<file path="config.mk">
export PLATFORM = sky130hd
export DESIGN_NAME = reg_wb_arbiter
export DESIGN_NICKNAME = d
export VERILOG_FILES = /design/src/rtl/reg_wb_pkg.sv /design/src/rtl/reg_wb_arbiter_rr.sv /design/src/rtl/reg_wb_arbiter.sv
export SDC_FILE = /design/constraint.sdc
export NUM_CORES = 1
export LEC_CHECK = 0
export BUFFER_PORTS_ARGS = -buffer_cell sky130_fd_sc_hd__buf_2
export CAP_MARGIN = 20
export CORE_MARGIN = 5
export CORE_UTILIZATION = 39
export CTS_BUF_LIST = sky130_fd_sc_hd__clkbuf_4 sky130_fd_sc_hd__clkbuf_8
export DETAILED_ROUTE_END_ITERATION = 6
export PLACE_DENSITY_LB_ADDON = 0.12
export SLEW_MARGIN = 10
export SYNTH_ARGS = -nofsm -noshare
export SYNTH_HDL_FRONTEND = slang
export SYNTH_SLANG_ARGS = --single-unit
</file>
<file path="constraint.sdc">
create_clock -name clk -period 1.5 [get_ports clk]
set_clock_uncertainty 0.15 [all_clocks]
set_input_delay 0.3 -clock clk [delete_from_list [all_inputs] [get_ports clk]]
set_output_delay 0.3 -clock clk [all_outputs]
set_load 0.02 [all_outputs]
</file>
<file path="src/rtl/reg_wb_pkg.sv">
// ---------------------------------------------------------------------------
// reg_wb_pkg
//   Shared constants and types for the register-file write-back arbiter.
//
//   ZERO_REG_ADDR  address of the hardwired zero register; writes to it are
//                  accepted by the handshake but never reach the register file
//   MAX_NUM_REQ    largest supported number of write-back producers
//   WB_ADDR_WIDTH  default register address width
//   WB_DATA_WIDTH  default register data width
//   wb_req_t       one write-back request {addr, data} at the default widths
// ---------------------------------------------------------------------------
package reg_wb_pkg;

    localparam int ZERO_REG_ADDR = 0;
    localparam int MAX_NUM_REQ   = 8;
    localparam int MIN_NUM_REQ   = 2;

    localparam int WB_ADDR_WIDTH = 8;
    localparam int WB_DATA_WIDTH = 8;

    typedef struct packed {
        logic [WB_ADDR_WIDTH-1:0] addr;
        logic [WB_DATA_WIDTH-1:0] data;
    } wb_req_t;

endpackage : reg_wb_pkg

</file>
<file path="src/rtl/reg_wb_arbiter_rr.sv">
// ---------------------------------------------------------------------------
// rr_arbiter
//   Combinational round-robin picker. Scans the request vector starting at
//   ptr and wrapping modulo NUM_REQ; the first set request wins.
//
//   Ports
//     req        in   NUM_REQ  request vector
//     ptr        in   PTR_W    index of the highest-priority requester
//     en         in   1        when low no grant is issued at all
//     grant      out  NUM_REQ  one-hot grant (all zero when nothing granted)
//     grant_idx  out  PTR_W    index of the granted requester (0 when none)
// ---------------------------------------------------------------------------
module rr_arbiter #(
    parameter int NUM_REQ = 2,
    parameter int PTR_W   = (NUM_REQ > 1) ? $clog2(NUM_REQ) : 1
) (
    input  logic [NUM_REQ-1:0] req,
    input  logic [PTR_W-1:0]   ptr,
    input  logic               en,
    output logic [NUM_REQ-1:0] grant,
    output logic [PTR_W-1:0]   grant_idx
);

    always_comb begin
        int  idx;
        logic found;
        grant     = '0;
        grant_idx = '0;
        found     = 1'b0;
        idx       = 0;
        if (en) begin
            for (int k = 0; k < NUM_REQ; k++) begin
                // Position k of the scan, rotated so that ptr is looked at first.
                idx = (int'(ptr) + k) % NUM_REQ;
                if (!found && req[idx]) begin
                    found      = 1'b1;
                    grant[idx] = 1'b1;
                    grant_idx  = PTR_W'(idx);
                end
            end
        end
    end

endmodule : rr_arbiter

</file>
<file path="src/rtl/reg_wb_arbiter.sv">
// ---------------------------------------------------------------------------
// reg_wb_arbiter
//   Write-back arbiter and staging register for the single register-file
//   write port. One producer is granted per cycle, round-robin; the granted
//   write is staged for one cycle and driven onto the write port, and the
//   staged write is exposed to readers through forwarding compares.
//
//   Handshake: a producer raises req_valid[i] with req_addr[i]/req_data[i]
//   and holds all three stable until it sees req_ready[i]. A transfer happens
//   in the cycle where req_valid[i] & req_ready[i]. req_ready is one-hot,
//   combinational, and never set for a requester whose valid is low.
//
//   Ports
//     clk, rst              clock; asynchronous active-high reset
//     pause                 blocks every grant while high (pointer holds)
//     req_valid/addr/data   per-requester write request
//     req_ready             one-hot grant
//     wb_en/addr/data       register-file write port (staged, 1 cycle after grant)
//     rd_addr_1/2           snooped register-file read addresses
//     fwd_hit_1/2           staged write targets the matching read address
//     fwd_data              staged write data (same as wb_data)
// ---------------------------------------------------------------------------
module reg_wb_arbiter
    import reg_wb_pkg::*;
#(
    parameter int DATA_WIDTH = 8,
    parameter int ADDR_WIDTH = 8,
    parameter int NUM_REQ    = 2
) (
    input  logic                                 clk,
    input  logic                                 rst,
    input  logic                                 pause,
    input  logic [NUM_REQ-1:0]                   req_valid,
    input  logic [NUM_REQ-1:0][ADDR_WIDTH-1:0]   req_addr,
    input  logic [NUM_REQ-1:0][DATA_WIDTH-1:0]   req_data,
    output logic [NUM_REQ-1:0]                   req_ready,
    output logic                                 wb_en,
    output logic [ADDR_WIDTH-1:0]                wb_addr,
    output logic [DATA_WIDTH-1:0]                wb_data,
    input  logic [ADDR_WIDTH-1:0]                rd_addr_1,
    input  logic [ADDR_WIDTH-1:0]                rd_addr_2,
    output logic                                 fwd_hit_1,
    output logic                                 fwd_hit_2,
    output logic [DATA_WIDTH-1:0]                fwd_data
);

    localparam int PTR_W = $clog2(NUM_REQ);

    generate
        if (NUM_REQ < MIN_NUM_REQ || NUM_REQ > MAX_NUM_REQ) begin : g_bad_num_req
            $error("reg_wb_arbiter: NUM_REQ out of supported range");
        end
    endgenerate

    logic [PTR_W-1:0]      rr_ptr;
    logic [PTR_W-1:0]      rr_ptr_next;
    logic [NUM_REQ-1:0]    grant;
    logic [PTR_W-1:0]      grant_idx;
    logic                  grant_any;
    logic [ADDR_WIDTH-1:0] sel_addr;
    logic [DATA_WIDTH-1:0] sel_data;
    logic                  sel_nonzero;

    // -----------------------------------------------------------------------
    // Grant selection
    // -----------------------------------------------------------------------
    rr_arbiter #(
        .NUM_REQ (NUM_REQ),
        .PTR_W   (PTR_W)
    ) u_rr (
        .req       (req_valid),
        .ptr       (rr_ptr),
        .en        (~pause),
        .grant     (grant),
        .grant_idx (grant_idx)
    );

    assign req_ready   = grant;
    assign grant_any   = |grant;
    assign sel_addr    = req_addr[grant_idx];
    assign sel_data    = req_data[grant_idx];
    assign sel_nonzero = (sel_addr != ADDR_WIDTH'(ZERO_REG_ADDR));

    // The requester after the winner becomes highest priority; with no grant
    // (idle or paused) the pointer stays put.
    always_comb begin
        rr_ptr_next = rr_ptr;
        if (grant_any) begin
            if (grant_idx == PTR_W'(NUM_REQ - 1)) begin
                rr_ptr_next = '0;
            end else begin
                rr_ptr_next = grant_idx + PTR_W'(1);
            end
        end
    end

    always_ff @(posedge clk or posedge rst) begin
        if (rst) begin
            rr_ptr <= '0;
        end else begin
            rr_ptr <= rr_ptr_next;
        end
    end

    // -----------------------------------------------------------------------
    // Staging register
    //   wb_en is refreshed every cycle, so a write lasts exactly one cycle.
    //   Zero-register writes complete the handshake but leave wb_en low;
    //   address/data still capture them so wb_addr/wb_data always reflect the
    //   most recent grant.
    // -----------------------------------------------------------------------
    always_ff @(posedge clk or posedge rst) begin
        if (rst) begin
            wb_en   <= 1'b0;
            wb_addr <= '0;
            wb_data <= '0;
        end else begin
            wb_en <= grant_any & sel_nonzero;
            if (grant_any) begin
                wb_addr <= sel_addr;
                wb_data <= sel_data;
            end
        end
    end

    // -----------------------------------------------------------------------
    // Forwarding: readers see the staged write before the register file does.
    // Gating by wb_en keeps address 0 from ever hitting.
    // -----------------------------------------------------------------------
    assign fwd_hit_1 = wb_en & (wb_addr == rd_addr_1);
    assign fwd_hit_2 = wb_en & (wb_addr == rd_addr_2);
    assign fwd_data  = wb_data;

endmodule : reg_wb_arbiter

</file>
### Word level (Yosys, flattened, before mapping)

Cells that the tools add are included.

| operators by class | value |
|---|---|
| add/subtract/negate cells | 2 |
| magnitude comparators | 5 |
| equality and inequality tests | 2 |
| muxes and demuxes | 23 |
| bitwise operators | 5 |
| reduce and logical (&&, ||, !) cells | 6 |

Operators by type and width:

| operator | count |
|---|---|
| $mux W8 | 4 |
| $eq A8 B8 Y1 | 2 |
| $mux W1 | 13 |
| $mux W2 | 4 |
| $reduce_bool A8 Y1 | 1 |
| $lt A1 B2 Y1 const B | 2 |
| $and A1 B1 Y1 | 3 |
| $logic_and A1 B1 Y1 | 3 |
| $lt A2 B3 Y1 const B | 1 |
| $add A1 B1 Y1 const B | 2 |
| $demux W1 S1 | 2 |
| $ge A2 B1 Y1 const B | 1 |
| $or A2 B2 Y2 | 1 |
| $reduce_or A2 Y1 | 1 |
| $and A1 B1 Y1 const A | 1 |
| $ge A1 B1 Y1 const B | 1 |
| $logic_not A1 Y1 | 1 |

| word-level totals | value |
|---|---|
| register bits after elaboration | 18 |
| logic and storage cells | 47 |

### Longest topological paths before layout

| logic depth | value |
|---|---|
| depth after elaboration | 12 |
| gate-level depth with buffers | 5 |

### Modules after synthesis

Synthesis repeated with hierarchy kept, for this count alone.

| second synthesis, totals | value |
|---|---|
| cell total of the unflattened synthesis | 123 |
| area total of the unflattened synthesis | 1132.3 µm² |

Modules (own cells, without submodules):

| module | instances | cells each | area an instance (µm²) | seq. area each (µm²) |
|---|---|---|---|---|
| reg_wb_arbiter | 1 | 117 | 1106.1 | 450.4 |
| rr_arbiter | 1 | 6 | 26.3 | 0.0 |

### Least setup slack after synthesis

No wires, ideal clock.

| timing | value |
|---|---|
| path type | register to output |
| start point | reg wb_addr[3] |
| end point | out fwd_hit_2 |
| data arrival time | 1251 ps |
| path slack | -201 ps |
| cell stages (with the launch flop) | 4 |
| buffers on the path | 0 |
| path through | dfrtp_1 -> xnor2_1 -> nand4_1 -> nor3_1 |

| on the way | value |
|---|---|
| word-level cells in the longest chain between the ends | 2 |

RTL lines:

| item | line | RTL |
|---|---|---|
| start: declaration | reg_wb_arbiter.sv:38 | `output logic [ADDR_WIDTH-1:0] wb_addr,` |
| start signal: assignment | reg_wb_arbiter.sv:120 | `wb_addr <= sel_addr;` |
| $eq A8 B8 Y1 | reg_wb_arbiter.sv:131 | `assign fwd_hit_2 = wb_en & (wb_addr == rd_addr_2);` |
| $and A1 B1 Y1 | reg_wb_arbiter.sv:131 |  |
| end: declaration | reg_wb_arbiter.sv:43 | `output logic fwd_hit_2,` |

No other way between the ends.

### Worst setup path in the final report

| timing | value |
|---|---|
| start point | reg wb_addr[1] |
| end point | out fwd_hit_2 |

Same word-level chain as after synthesis.

==> flow_summary.yaml <==
detailed_routing:
  drt_iter0_markers: 27
  vias: 1365
  via_per_inst: 4.93
  drt-total-wl_um: 3750
  routedWlPerCell_um: 13.5
  drt-pass1-iter-count: 4
  ant_nets: 0
  drc: 0
synthesis:
  synth_area_um2: 1220
  synth-seq-cells: 18
  synth_cells: 139
  synthArstFlopShare: 1.00
  synth_ff_type: "dfrtp_1"
  synth_edf_count: 0
  synth_fp_nets: 192
  ys_types: 21
  seq_area_frac_synth: 0.370
  syn_area_per_cell_um2: 8.77
  yosys_warnings: 0
floorplanning:
  start_util: 0.402
  core_um2: 3030
  die_y_um: 65.9
  dieArea_um2: 4340
  ios: 82
  die_x_um: 65.9
  row_count: 20
worst_hold_path:
  min_delay_path_depth: 3
  hold_class: "in -> reg"
  hp-start: "req_data[3]"
placed_design:
  dpl.cell_count: 263
  portBuffers: 81
  dpl_worst_slack_ns: -0.289
  gp_congestion: 0.823
  dp_hpwl_um: 2870
cells_and_area:
  fin_cells: 277
  diodes: 0
  fin_nets: 287
  syn_to_final_growth_pct: 64.5
  fillers: 254
  drive_gt1_frac: 0.562
timing:
  final_max_slew_viol_count: 0
  fmax_mhz: 552
  tightestPinTransition_ns: 0.346
  min_period_over_period: 1.21
  relSlewSlack: 0.767
  finalWorstSetupSlack_ns: -0.311
  rsz0062_at_grt: "yes"
  min_period_ns: 1.81
  hold_viol_final: 0
  setup_violations: 8
clock_tree:
  clockBufferDepth: 2
  path_clk_slew_ns: 0.11
  htree_num_levels: 1
  cts.sinks: 18
  cts-root-buf: "clkbuf_4"
  cts_buffers: 3
  cts_tree: "done"
  clock_latency_ns: 0.28
power:
  p_per_area_nw_per_um2: 825
  ir_drop_v: 0.000411
  p_leak_nw: 0.925
  switching_share: 0.354
  p_comb_frac: 0.444
  seq_power_share: 0.376
  clkPwrFrac: 0.180
  switchingPower_mw: 0.586
  p_int_mw: 1.07
worst_setup_path:
  cp_max_fo: 3
  path_class: "reg -> out"
  critPathLaunch: "wb_addr[1]"
  start_kind: "flop"
  r2r-start: "rr_ptr"
  cpPeakStageDelay_ns: 0.43
  crit_cells: 4
  crit_path_end: "fwd_hit_2"
  r2r_cells: 5
  crit_path_end_kind: "output port"
  r2r_slack_ns: -0.02
  crit_slowest_cell: "dfrtp_1"
  worstReg2RegEnd: "wb_addr[2]"
  cp_data_required_time_ns: 1.05
  cp.buffers_inverters: 1
  arrival_ns: 1.36
  path_cells: "xnor2_1 -> nand3_1 -> nor3_2 -> buf_4"
  critPathTopFamily: "flip-flops"
run:
  drv_cap: 0
global_route:
  first_global_vias: 1422
  grt_max_degree: 24
  grt_overflow: 0
  grt_usage: 0.166
  antenna_found_initial: 0
  grt_pass1_wl_um: 5660
run_status:
  status: "finished, violations left"
  violations: "negative setup slack"
per-layer routing:
metal | GRT usage | vias to the layer above | part of all wire
met5 | 0 | - | 0
met4 | 0.0699 | 0 | 0.010
met3 | 0.0357 | 4 | 0.089
met2 | 0.333 | 59 | 0.55
met1 | 0.159 | 621 | 0.35
li1 | - | 681 | -
flip-flops by register name, indices dropped and copies added (netlist names):
| name | flops |
|---|---|
| fwd_data | 8 |
| wb_addr | 8 |
| rr_ptr | 1 |
| wb_en | 1 |
power by group through the flow:
stage	Combinational [mW]	Sequential [mW]	Clock, mW
floorplan	0.315	0.700	0
global placement	0.614	0.621	0
detailed placement	0.626	0.627	0
CTS	0.699	0.618	0.310
global route	0.793	0.635	0.331
finish	0.735	0.621	0.298
final cells by class:
cell class,count,area (um^2),area share
clock buffers,4,36.3,0.0181
multi-input cells,100,742,0.370
flip-flops and latches,18,453,0.226
well taps,44,55.1,0.0275
repair buffers,108,707,0.353
inverters,3,11.3,0.00562
tightest hold or removal path, stage by stage:
cell and delay [ns]:
buf_2 0.09, o21ai_0 0.06, a31oi_1 0.08
repair_timing:
item | in CTS | in global routing
endpoints found under the setup margin | 4 | 23
setup buffers | 5 | 4
hold endpoints to repair | 18 | 0
gates cloned | 1 | 2
pin swaps | 26 | 17
gates resized for setup | 20 | 21
hold buffers | 1 | 0
cell families after synthesis:
family	synth area share
and+or+nand+nor	0.249
xor gates and xnor gates	0.115
buffers and inverters	0.0893
AOI/OAI and AO/OA	0.177
DFF	0.370
cells in the mapped netlist (all sizes together) (2+ instances only):
library cell	number	area [um^2]
or3b	16	140
nor3	2	10.0
nand3	2	10.0
or4	5	37.5
nand2	2	7.51
nor2	17	63.8
clkbuf	10	37.5
a31oi	16	100
buf	8	60.1
xnor2	16	140
nand4	2	12.5
o21ai	16	80.1
inv	3	11.3
dfrtp	18	450
placed cells by master (no fill, tap or decap), types with 2 or more instances in the layout:
cell | Yosys | layout
inv_1 | 3 | 3
o21ai_0 | 16 | 16
nand4_1 | 2 | 2
xnor2_2 | 0 | 2
dfrtp_2 | 0 | 2
a31oi_1 | 16 | 15
or3b_1 | 10 | 9
nand2_1 | 2 | 2
clkbuf_4 | 0 | 3
or4_1 | 5 | 4
dfrtp_1 | 18 | 16
xnor2_1 | 16 | 14
buf_4 | 8 | 21
nand3_1 | 2 | 2
or3b_4 | 0 | 6
buf_12 | 0 | 2
nor2_1 | 17 | 16
buf_2 | 0 | 72
buf_6 | 0 | 11
through the flow:
step	area (um^2)	util	setup TNS, ns	total power [mW]	hold WS (ns)
5_1_grt	2000	0.662	-1.76	1.76	0.112
3_3_place_gp	1750	0.578	-0.876	1.23	0.176
3_5_place_dp	1750	0.578	-1.34	1.25	0.181
6_report	2000	0.662	-0.972	1.65	0.117
2_1_floorplan	1230	-	-0.204	1.01	0.0886
4_1_cts	1930	0.638	-1.07	1.63	0.114
worst min path at each step:
stage                        to  slack [ns]
floorplan           fwd_data[0]        0.09
global placement    fwd_data[6]        0.18
detailed placement   wb_addr[0]        0.18
CTS                 fwd_data[7]        0.11
global route        fwd_data[7]        0.11
finish              fwd_data[3]        0.12
(Power assumes the default switching activity.)
